<file path="config.mk">
export PLATFORM = sky130hd
export DESIGN_NAME = mem_line_arbiter
export DESIGN_NICKNAME = d
export VERILOG_FILES = /design/src/rtl/mem_line_arbiter_pkg.sv /design/src/rtl/mem_line_arbiter_rr_picker.sv /design/src/rtl/mem_line_arbiter.sv
export SDC_FILE = /design/constraint.sdc
export NUM_CORES = 1
export LEC_CHECK = 0
export ABC_AREA = 1
export BUFFER_PORTS_ARGS = -buffer_cell sky130_fd_sc_hd__buf_4
export CORE_AREA = 2 2 271 273
export DETAILED_ROUTE_END_ITERATION = 7
export DIE_AREA = 0 0 273 275
export GPL_TIMING_DRIVEN = 1
export HOLD_SLACK_MARGIN = 0.05
export PLACE_DENSITY = 0.36
export SLEW_MARGIN = 30
export SYNTH_ARGS = -nofsm -noshare
export SYNTH_HDL_FRONTEND = slang
export SYNTH_HIERARCHICAL = 1
export SYNTH_SLANG_ARGS = --single-unit
</file>
<file path="constraint.sdc">
create_clock -name clk -period 4.2 [get_ports clk]
set_clock_uncertainty 0.1 [all_clocks]
set_input_delay 0.21 -clock clk [delete_from_list [all_inputs] [get_ports clk]]
set_output_delay 0.21 -clock clk [all_outputs]
set_load 0.02 [all_outputs]
</file>
<file path="src/rtl/mem_line_arbiter_pkg.sv">
// Shared types for the cache-line arbiter: line/word widths, FSM state and operation enums.
package mem_line_arbiter_pkg;

    localparam int LC3B_WORD_W = 16;
    localparam int LC3B_LINE_W = 128;

    typedef enum logic [1:0] {
        IDLE    = 2'd0,
        BUSY    = 2'd1,
        RELEASE = 2'd2
    } arb_state_t;

    typedef enum logic {
        ARB_RD = 1'b0,
        ARB_WR = 1'b1
    } arb_op_t;

    // Index width for a channel count; never below one bit.
    function automatic int ptr_w(int n);
        return (n > 1) ? $clog2(n) : 1;
    endfunction

endpackage

</file>
<file path="src/rtl/mem_line_arbiter_rr_picker.sv">
// Combinational round-robin picker: first set request bit searching upward from ptr+1, wrapping at NUM_CH.
module mem_line_arbiter_rr_picker
    import mem_line_arbiter_pkg::*;
#(
    parameter int NUM_CH = 2,
    localparam int PW = ptr_w(NUM_CH)
) (
    input  logic [NUM_CH-1:0] req,
    input  logic [PW-1:0]     ptr,
    output logic [PW-1:0]     grant,
    output logic              valid
);

    localparam logic [PW:0] NUM_CH_W = (PW+1)'(NUM_CH);

    logic [PW:0]   sum;
    logic [PW-1:0] idx;

    // Walk from the farthest candidate to the nearest so the nearest set bit wins.
    always_comb begin
        grant = '0;
        valid = 1'b0;
        sum   = '0;
        idx   = '0;
        for (int k = NUM_CH; k >= 1; k--) begin
            sum = {1'b0, ptr} + (PW+1)'(k);
            if (sum >= NUM_CH_W) begin
                sum = sum - NUM_CH_W;
            end
            idx = sum[PW-1:0];
            if (req[idx]) begin
                grant = idx;
                valid = 1'b1;
            end
        end
    end

endmodule

</file>
<file path="src/rtl/mem_line_arbiter.sv">
// N-channel round-robin arbiter multiplexing cache-line requesters onto one downstream line port.
// Optional per-channel performance counters are built when MEM_ARB_PERF_EN is defined.
//
//   state   | meaning
//   IDLE    | waiting for a request; picks and latches the next grant
//   BUSY    | downstream transaction in flight from latched request
//   RELEASE | one-cycle gap so the finished requester can drop its request
module mem_line_arbiter
    import mem_line_arbiter_pkg::*;
#(
    parameter int NUM_CH = 2,
    parameter int ADDR_W = LC3B_WORD_W,
    parameter int LINE_W = LC3B_LINE_W
) (
    input  logic                     clk,
    input  logic                     rst,
    input  logic [NUM_CH-1:0]        ch_read,
    input  logic [NUM_CH-1:0]        ch_write,
    input  logic [NUM_CH*ADDR_W-1:0] ch_addr,
    input  logic [NUM_CH*LINE_W-1:0] ch_wdata,
    output logic [LINE_W-1:0]        ch_rdata,
    output logic [NUM_CH-1:0]        ch_resp,
    output logic                     mem_read,
    output logic                     mem_write,
    output logic [ADDR_W-1:0]        mem_addr,
    output logic [LINE_W-1:0]        mem_wdata,
    input  logic [LINE_W-1:0]        mem_rdata,
    input  logic                     mem_resp
`ifdef MEM_ARB_PERF_EN
    ,
    output logic [NUM_CH*32-1:0]     perf_grant_cnt,
    output logic [NUM_CH*32-1:0]     perf_wait_cnt
`endif
);

    localparam int PW = ptr_w(NUM_CH);

    arb_state_t        state;
    arb_op_t           op;
    logic [PW-1:0]     ptr;
    logic [PW-1:0]     grant;
    logic [ADDR_W-1:0] addr_q;
    logic [LINE_W-1:0] wdata_q;

    logic [NUM_CH-1:0] req;
    logic [PW-1:0]     pick_idx;
    logic              pick_valid;
    logic [ADDR_W-1:0] sel_addr;
    logic [LINE_W-1:0] sel_wdata;
    logic              sel_write;

    assign req = ch_read | ch_write;

    mem_line_arbiter_rr_picker #(.NUM_CH(NUM_CH)) u_picker (
        .req   (req),
        .ptr   (ptr),
        .grant (pick_idx),
        .valid (pick_valid)
    );

    always_comb begin
        sel_addr  = '0;
        sel_wdata = '0;
        sel_write = 1'b0;
        for (int i = 0; i < NUM_CH; i++) begin
            if (pick_idx == PW'(i)) begin
                sel_addr  = ch_addr[i*ADDR_W +: ADDR_W];
                sel_wdata = ch_wdata[i*LINE_W +: LINE_W];
                sel_write = ch_write[i];
            end
        end
    end

    always_ff @(posedge clk or posedge rst) begin
        if (rst) begin
            state   <= IDLE;
            op      <= ARB_RD;
            ptr     <= PW'(NUM_CH-1);
            grant   <= '0;
            addr_q  <= '0;
            wdata_q <= '0;
        end else begin
            case (state)
                IDLE: begin
                    if (pick_valid) begin
                        grant   <= pick_idx;
                        ptr     <= pick_idx;
                        op      <= sel_write ? ARB_WR : ARB_RD;
                        addr_q  <= sel_addr;
                        wdata_q <= sel_wdata;
                        state   <= BUSY;
                    end
                end
                BUSY: begin
                    if (mem_resp) begin
                        state <= RELEASE;
                    end
                end
                RELEASE: state <= IDLE;
                default: state <= IDLE;
            endcase
        end
    end

    assign mem_read  = (state == BUSY) && (op == ARB_RD);
    assign mem_write = (state == BUSY) && (op == ARB_WR);
    assign mem_addr  = addr_q;
    assign mem_wdata = wdata_q;
    assign ch_rdata  = mem_rdata;

    always_comb begin
        ch_resp = '0;
        if ((state == BUSY) && mem_resp) begin
            ch_resp[grant] = 1'b1;
        end
    end

`ifdef MEM_ARB_PERF_EN
    logic [31:0] grant_cnt [NUM_CH];
    logic [31:0] wait_cnt  [NUM_CH];

    // Waiting means requesting while not the channel currently being served.
    always_ff @(posedge clk or posedge rst) begin
        if (rst) begin
            for (int i = 0; i < NUM_CH; i++) begin
                grant_cnt[i] <= '0;
                wait_cnt[i]  <= '0;
            end
        end else begin
            for (int i = 0; i < NUM_CH; i++) begin
                if ((state == IDLE) && pick_valid && (pick_idx == PW'(i)) && (grant_cnt[i] != '1)) begin
                    grant_cnt[i] <= grant_cnt[i] + 32'd1;
                end
                if (req[i] && !((state == BUSY) && (grant == PW'(i))) && (wait_cnt[i] != '1)) begin
                    wait_cnt[i] <= wait_cnt[i] + 32'd1;
                end
            end
        end
    end

    for (genvar g = 0; g < NUM_CH; g++) begin : g_perf
        assign perf_grant_cnt[g*32 +: 32] = grant_cnt[g];
        assign perf_wait_cnt[g*32 +: 32]  = wait_cnt[g];
    end
`endif

endmodule

</file>
Word level (Yosys, flattened, before mapping)
Index checks and enable logic that the tools add are counted.
Storage, ports and cells
  register bits: 149
  word-level logic and storage cells: 48
Operators by class
  add/subtract/negate cells: 4
  order comparisons: 6
  eq/ne operators: 3
  multiplexer cells: 20
  bitwise gates (word level): 2
  reduce and logical (&&, ||, !) cells: 7
Operators with widths (number)
  2-to-1 mux 128 bit: 1
  2-to-1 mux 16 bit: 1
  2-to-1 mux 1 bit: 13
  < comparator 1 x 2 -> 1 bit, second input constant: 3
  2-to-1 mux 2 bit: 3
  >= comparator 2 bit, second input constant: 2
  logical AND 1 bit: 4
  inequality test 2 bit, second input constant: 2
  case mux 2 bit (2 select lines): 1
  AND reduction 2 bit: 2
  adder 1 x 1 -> 2 bit, second input constant: 1
  adder 1 x 2 -> 2 bit, second input constant: 1
  equality test 2 x 1 -> 1 bit, second input constant: 1
  zero test 2 bit: 1
  bitwise OR 2 bit: 1
  subtractor 1 bit, second input constant: 2
  demux 1 bit (select 1 bit): 1
  >= comparator 1 bit, second input constant: 1
  inverter 1 bit: 1

Depth between registers and ports, before layout
Gate-level depths: netlist (run 1).
  depth in word-level cells: 9
  depth in mapped cells: 10
  depth with buffers taken out: 8

Modules after synthesis
The synthesis (run 1) kept the hierarchy.
Modules (own cells, without submodules)
  mem_line_arbiter: instances 1, cells an instance 1233, area each 8380.5 µm², seq. area each 3729.8 µm²
  mem_line_arbiter_rr_picker: instances 1, cells an instance 3, area each 15.0 µm², seq. area each 0.0 µm²

Worst setup path before layout (run 1)
Ideal clock, no wire load.
  kind: in2reg
  start: in ch_write[0]
  end: reg wdata_q[62], in the netlist mem_wdata[62]
  library setup time: 0.065 ns
  arrival: 1.404 ns
  required time: 4.035 ns
  path slack: 2.631 ns
  stages: 8
  buffers on the path: 2
  path through: or2_2 a21oi_1 buf_2 clkbuf_1 nand2_1 nand2_1 nand2_1 nand2_1
Between the ends
  cells in the longest elaborated chain, start to end: 6
  elaborated cells on any way between the ends: 11
RTL lines
  from (decl): RTL line mem_line_arbiter.sv:18  | input logic [NUM_CH-1:0] ch_write,
  bitwise OR 2 bit (*): RTL line mem_line_arbiter.sv:52  | assign req = ch_read | ch_write;
  2-to-1 mux 1 bit (not written as such) (2 in series): RTL line mem_line_arbiter_rr_picker.sv:31  | if (req[idx]) begin
  2-to-1 mux 1 bit: RTL line mem_line_arbiter_rr_picker.sv:31
  2-to-1 mux 1 bit (*): RTL line mem_line_arbiter_rr_picker.sv:31
  via pick_idx: RTL line mem_line_arbiter.sv:46  | logic [PW-1:0] pick_idx;
  2-to-1 mux 128 bit (*): RTL line mem_line_arbiter.sv:66  | if (pick_idx == PW'(i)) begin
  to (signal assigned): RTL line mem_line_arbiter.sv:90  | wdata_q <= sel_wdata;
  to (decl): RTL line mem_line_arbiter.sv:43  | logic [LINE_W-1:0] wdata_q;
The timed path passes the listed nets; every way through them passes the cells marked *. The select of a mux whose other input is x is not followed.
A chain may end at the register's enable or synchronous reset.

Final worst setup path (run 1)
  start: in ch_write[1]
  end: reg wdata_q[99], in the netlist mem_wdata[99]
Between the ends
  cells in the longest elaborated chain, start to end: 6
  elaborated cells on any way between the ends: 11
RTL lines
  bitwise OR 2 bit (*): RTL line mem_line_arbiter.sv:52
  via req[1]: RTL line mem_line_arbiter.sv:45  | logic [NUM_CH-1:0] req;
  2-to-1 mux 1 bit (not written as such) (2 in series): RTL line mem_line_arbiter_rr_picker.sv:31
  2-to-1 mux 1 bit: RTL line mem_line_arbiter_rr_picker.sv:31
  2-to-1 mux 1 bit (*): RTL line mem_line_arbiter_rr_picker.sv:31
  via pick_idx: RTL line mem_line_arbiter.sv:46
  2-to-1 mux 128 bit (*): RTL line mem_line_arbiter.sv:66
Marked as above.

==> impl_metrics.ini, run 1 <==
[drt]
drc = 0
drtPass1Iterations = 4
via_count = 9507
routed_wl_um = 36750
post_drt_wl_per_cell_um = 13.20
drt.antenna.violating_nets = 0
drt_iter0_drc = 277
viasPerCell = 3.416

[pwr]
leakage_nw = 8.290
powerDensity_nw_per_um2 = 634.1
vdd_drop_max_v = 0.0005842

[critical_path]
cpMaxStageDelayCell = dlygate4sd3_1
worstSetupEndpointType = register
r2r_slack_ns = 1.47
cp_cell_sequence = dlygate4sd3_1 > buf_4 > or2_2 > inv_1 > a21oi_4 > inv_6 > buf_4 > nand2_1 > nand2_1 > dlygate4sd3_1 > nand2_1 > nand2_1
cp.arrival_ns = 3.28
r2r_end = mem_wdata[99]
worstRegToRegCells = 8
crit_type = primary input to register
crit_family = buffers and inverters
slowest_delay_ns = 0.56
cp.buffers_inverters = 6
crit_top_cell = nand2_1
r2r-start = ptr
start_kind = primary input
required_ns = 4.51
cp_max_fo = 106

[sta]
finalMaxSlewViolations = 0
period_share_pct = 70.84
tns_ns = 0
fin_crit_ns = 2.975
slew_headroom_pct = 45.44
max_freq_mhz = 336.1
grt_setup_unrepaired = false
worst_slew_pin_slew_ns = 0.8184
setup_viol = 0
fin_ws_ns = 1.225
hold_violations = 0

[floorplanning]
core_um2 = 72340
start_util_pct = 11.61
io_pins = 699
die_w_um = 273
fp-row-count = 99
die_y_um = 275
die_area_um2 = 75080

[yosys]
yosysWarnings = 6
syn_avg_cell_area_um2 = 6.793
synth_top_area_share_pct = 44.11
synth_nets = 1659
ys_types = 17
synth_area_leaders = dfrtp_1 (44%), nand2_1 (39%), buf_4 (13%)
synth_seq_area_share_pct = 44.43
synth-seq-cells = 149
syn_area_um2 = 8396
synth.largest_area_cell = dfrtp_1
netlist_instances = 1236

[clock_tree]
clkLatencyLatePin_ns = 0.47
cts_root_buffer = clkbuf_16
cts_num_sinks = 149
cts_resized = 0
cts_buffer_depth = 2
post-cts-setup-buffers = 0
path_clk_slew_ns = 0.07
cts_tree = built
cts_made_buffers = 17
cts_max_level = 4

[finish]
final_nets = 2234
diodes = 0
area_growth_pct = 83.99
layout-drive-gt1-share_pct = 27.19

[global_route]
grt_pass1_wl_um = 54830
grt_pass1_vias = 9640
grt_max_degree = 147
overflow = 0
antenna_found_initial = 2
grt_util_all_layers_pct = 9.704

[place]
dp_hpwl_um = 25630
port_buffers = 442
pre_cts_ws_ns = 1.786
globalplace.congestion = 0.8391

[run]
drv_cap = 0

[min_path]
min_from = ch_addr[8]
hp-class = primary input to register
worstHoldPathCells = 5
min_to = mem_addr[8]

[status]
status = finished clean
==> kinds of logic after synthesis <==
family	synth area share, %
flip-flops	44.43
AO/OA/AOI/OAI	0.1191
AND/OR/NAND/NOR	39.96
buffers and inverters	15.50
==> worst reg2reg max path, cell delays in order, from the launching register on <==
cell and delay (ns):
dfstp_2 0.57, a21oi_4 0.09, inv_6 0.53, buf_4 0.53
nand2_1 0.11, nand2_1 0.08, dlygate4sd3_1 0.56, nand2_1 0.05
nand2_1 0.07
==> routing by layer <==
layer	track usage, %	vias up	routed length (um)
met4	6.155	0	1783
li1	-	4701	-
met5	0	-	0
met2	15.62	398	16770
met3	3.989	92	3374
met1	10.62	4316	14820
==> cell usage after synthesis, drive strengths merged <==
cell type    n
nand2      877
buf        169
dfrtp      148
clkbuf      21
inv          7
nor2         5
or2          3
a21oi        1
dfstp        1
nand3        1
nor3         1
nor3b        1
o21ai        1
==> registers in the layout, summed over array words and instances, names as in the netlist <==
signal,count
op,1
grant,1
ptr,1
state,2
mem_addr,16
mem_wdata,128
==> worst max-delay path by stage <==
stage / startpoint / to / slack (ns) / cells after the start
3_3_place_gp: ch_write[1] / mem_wdata[96] / 1.85 / 10
5_1_grt: ch_write[1] / mem_wdata[95] / 1.05 / 12
4_1_cts: ch_write[1] / mem_wdata[95] / 1.25 / 12
3_5_place_dp: ch_write[1] / mem_wdata[95] / 1.79 / 10
6_report: ch_write[1] / mem_wdata[99] / 1.22 / 12
2_1_floorplan: rst / grant / 2.02 / 1
==> layout by cell type, fill, tap and decap left out <==
cell type,count
a21oi_4,1
buf_12,7
buf_4,449
bufinv_16,6
clkbuf_16,17
clkbuf_8,1
clkinv_4,2
clkinvlp_4,4
dfrtp_1,148
dfstp_2,1
dlygate4sd3_1,290
inv_1,5
inv_6,4
nand2_1,876
nand2_4,1
nand3_1,1
nor2_1,4
nor2_4,1
nor3_1,1
nor3b_1,1
o21ai_0,1
or2_1,1
or2_2,2
==> power by group <==
part | total, mW | switching (mW) | internal [mW]
Clock | 1.86 | 0.727 | 1.14
Combinational | 5.39 | 3.10 | 2.29
Sequential | 2.54 | 0.411 | 2.13
Total | 9.79 | 4.24 | 5.56
==> stage by stage <==
| step | instances | utilization (%) | instance area, um2 | hold slack (ns) | power, mW |
|---|---|---|---|---|---|
| 2_1_floorplan | 1236 | - | 8399 | 0.2210 | 5.332 |
| 3_3_place_gp | 2461 | 16.39 | 11860 | 0.2304 | 7.404 |
| 3_5_place_dp | 2461 | 16.39 | 11860 | 0.2305 | 7.426 |
| 4_1_cts | 2783 | 21.35 | 15450 | 0.1236 | 10.05 |
| 5_1_grt | 2783 | 21.35 | 15450 | 0.1997 | 10.66 |
| 6_report | 2783 | 21.35 | 15450 | 0.1296 | 9.794 |
==> final cells by class <==
class / instances / area [um2]
Multi-Input combinational cell: 890 / 3383
Clock buffer: 18 / 439.2
Clock inverter: 14 / 246.5
Tap cell: 959 / 1200
Timing Repair Buffer: 746 / 6414
Fill cell: 8133 / 56890
Sequential cell: 149 / 3730
Inverter: 7 / 35.03
==> repair_timing <==
item | CTS | global route
setup endpoints to repair | 0 | 0
hold buffers | 290 | 0
hold endpoints to repair | 214 | 0
(Power assumes the default switching activity.)
==> inputs of run 2 (changes only) <==
- CORE_AREA: 2 2 271 273 -> 2 2 268 270
- DIE_AREA: 0 0 273 275 -> 0 0 270 272
- clock period: 4.2 -> 2.9 ns (I/O delays scaled with it)
==> run 2 against run 1 <==
Compared with the run above:
- utilization up 0.49 points
- design area about the same
- non-clock buffer count increased by 3
- largest cell class unchanged
==> impl_metrics.ini, run 2 (same netlist as run 1, synthesis figures left out) <==
[status]
status = finished clean

[floorplanning]
io_pins = 699
die_w_um = 270
fp-row-count = 98
core_um2 = 70750
die_y_um = 272
die_area_um2 = 73440
start_util_pct = 11.87

[sta]
worst_slew_pin_slew_ns = 0.7815
fin_crit_ns = 2.529
hold_violations = 0
slew_headroom_pct = 47.79
period_share_pct = 87.20
finalMaxSlewViolations = 0
max_freq_mhz = 395.4
setup_viol = 0
tns_ns = 0
grt_setup_unrepaired = false

[global_route]
antenna_found_initial = 1
grt_max_degree = 81
grt_pass1_wl_um = 57410
overflow = 0
grt_util_all_layers_pct = 10.23
grt_pass1_vias = 9958

[clock_tree]
cts_tree = built
clkLatencyLatePin_ns = 0.48
cts_buffer_depth = 2
cts_hold_buf = 292
cts_num_sinks = 149
cts_max_level = 4
cts_made_buffers = 17
post-cts-setup-buffers = 0
cts_root_buffer = clkbuf_16
path_clk_slew_ns = 0.07
cts_resized = 0

[drt]
routed_wl_um = 37400
drt.antenna.violating_nets = 0
drt_iter0_drc = 357
wl_met1_um = 15300
routed.top_layer = met5
drc = 0
wl_met2_um = 17860
drtPass1Iterations = 4
via_count = 9515
viasPerCell = 3.426
wl_met3_um = 2892
post_drt_wl_per_cell_um = 13.47

[place]
globalplace.congestion = 0.8726
dp_hpwl_um = 27190
port_buffers = 442

[finish]
fill_cells = 7942
layout_common_cells = nand2_1 (876), buf_4 (448), dlygate4sd3_1 (292)
post-route-util_pct = 21.84
layout-drive-gt1-share_pct = 27.20
final_common_cell = nand2_1
largest_register_ffs = 128
area_growth_pct = 84.07
final_nets = 2237
diodes = 0

[critical_path]
crit_type = primary input to register
crit_top_cell = nand2_1
worstSetupEndpointType = register
cp_cell_sequence = dlygate4sd3_1 > buf_4 > or2_2 > inv_1 > a21oi_4 > inv_6 > buf_12 > nand2_1 > nand2_1 > dlygate4sd3_1 > nand2_1 > nand2_1
start_kind = primary input
required_ns = 3.21
cp.arrival_ns = 2.83
cpMaxStageDelayCell = dlygate4sd3_1
slowest_delay_ns = 0.55
cp_max_fo = 75

[pwr]
vdd_drop_max_v = 0.0004920
powerDensity_nw_per_um2 = 904.7
leakage_nw = 8.301

[min_path]
hp-class = primary input to register

[run]
drv_cap = 0
[run 2: cell types whose count changed in the layout (fill, tap and decap cells not counted)]
cell           delta
clkinv_2          +3
buf_12            +2
clkinv_4          -2
dlygate4sd3_1     +2
buf_4             -1
bufinv_16         -1
clkbuf_8          -1
inv_8             +1
[run 2: power by group]
part	internal (mW)	switching [mW]
Sequential	3.09	0.584
Clock	1.53	1.05
Combinational	3.30	4.42
Total	7.92	6.06
[run 2: layout make-up]
type                    count  area [um2]  area share [%]
repair buffers            749        6466           41.84
flip-flops and latches    149        3730           24.14
multi-input cells         890        3383           21.89
well taps                 950        1189           7.692
clock buffers              17       425.4           2.753
clock inverters            15       225.2           1.457
inverters                   7       35.03          0.2267
[run 2: stage by stage]
stage | instance area, um2 | setup WS (ns) | total power, mW | std cells | hold slack, ns
after detailed placement | 11880 | 0.9616 | 10.67 | 2453 | 0.1901
after global routing | 15450 | 0.2593 | 15.21 | 2777 | 0.1900
after global placement | 11880 | 0.9827 | 10.64 | 2453 | 0.1901
after floorplan | 8399 | 0.7808 | 7.723 | 1236 | 0.1560
after CTS | 15450 | 0.4211 | 14.37 | 2777 | 0.1443
final | 15450 | 0.3712 | 13.98 | 2777 | 0.1807
[run 2: final timing paths]
check / to / startpoint / slack, ns / cells past startpoint
worst max-delay path: mem_wdata[89] / ch_write[1] / 0.37 / 12
worst min register to register: mem_addr[3] / mem_addr[3] / 0.38 / 2
worst max register to register: mem_wdata[89] / ptr / 0.51 / 8
max in group asynchronous: ptr / rst / 1.66 / 4
worst min-delay path: ptr / ch_read[1] / 0.18 / 5
min in group asynchronous: mem_wdata[83] / rst / 0.28 / 3
[run 2: critical path: cells and delay by family]
family / cells / cell delay [ns]
AO/OA/AOI/OAI: 1 / 0.07
buffers and inverters: 6 / 1.81
AND/OR/NAND/NOR: 5 / 0.67
[run 2: layer usage]
layer,track usage [%],up-vias
met5,0,-
met4,4.854,2
met3,3.950,94
met2,17.20,364
met1,11.36,4355
li1,-,4700
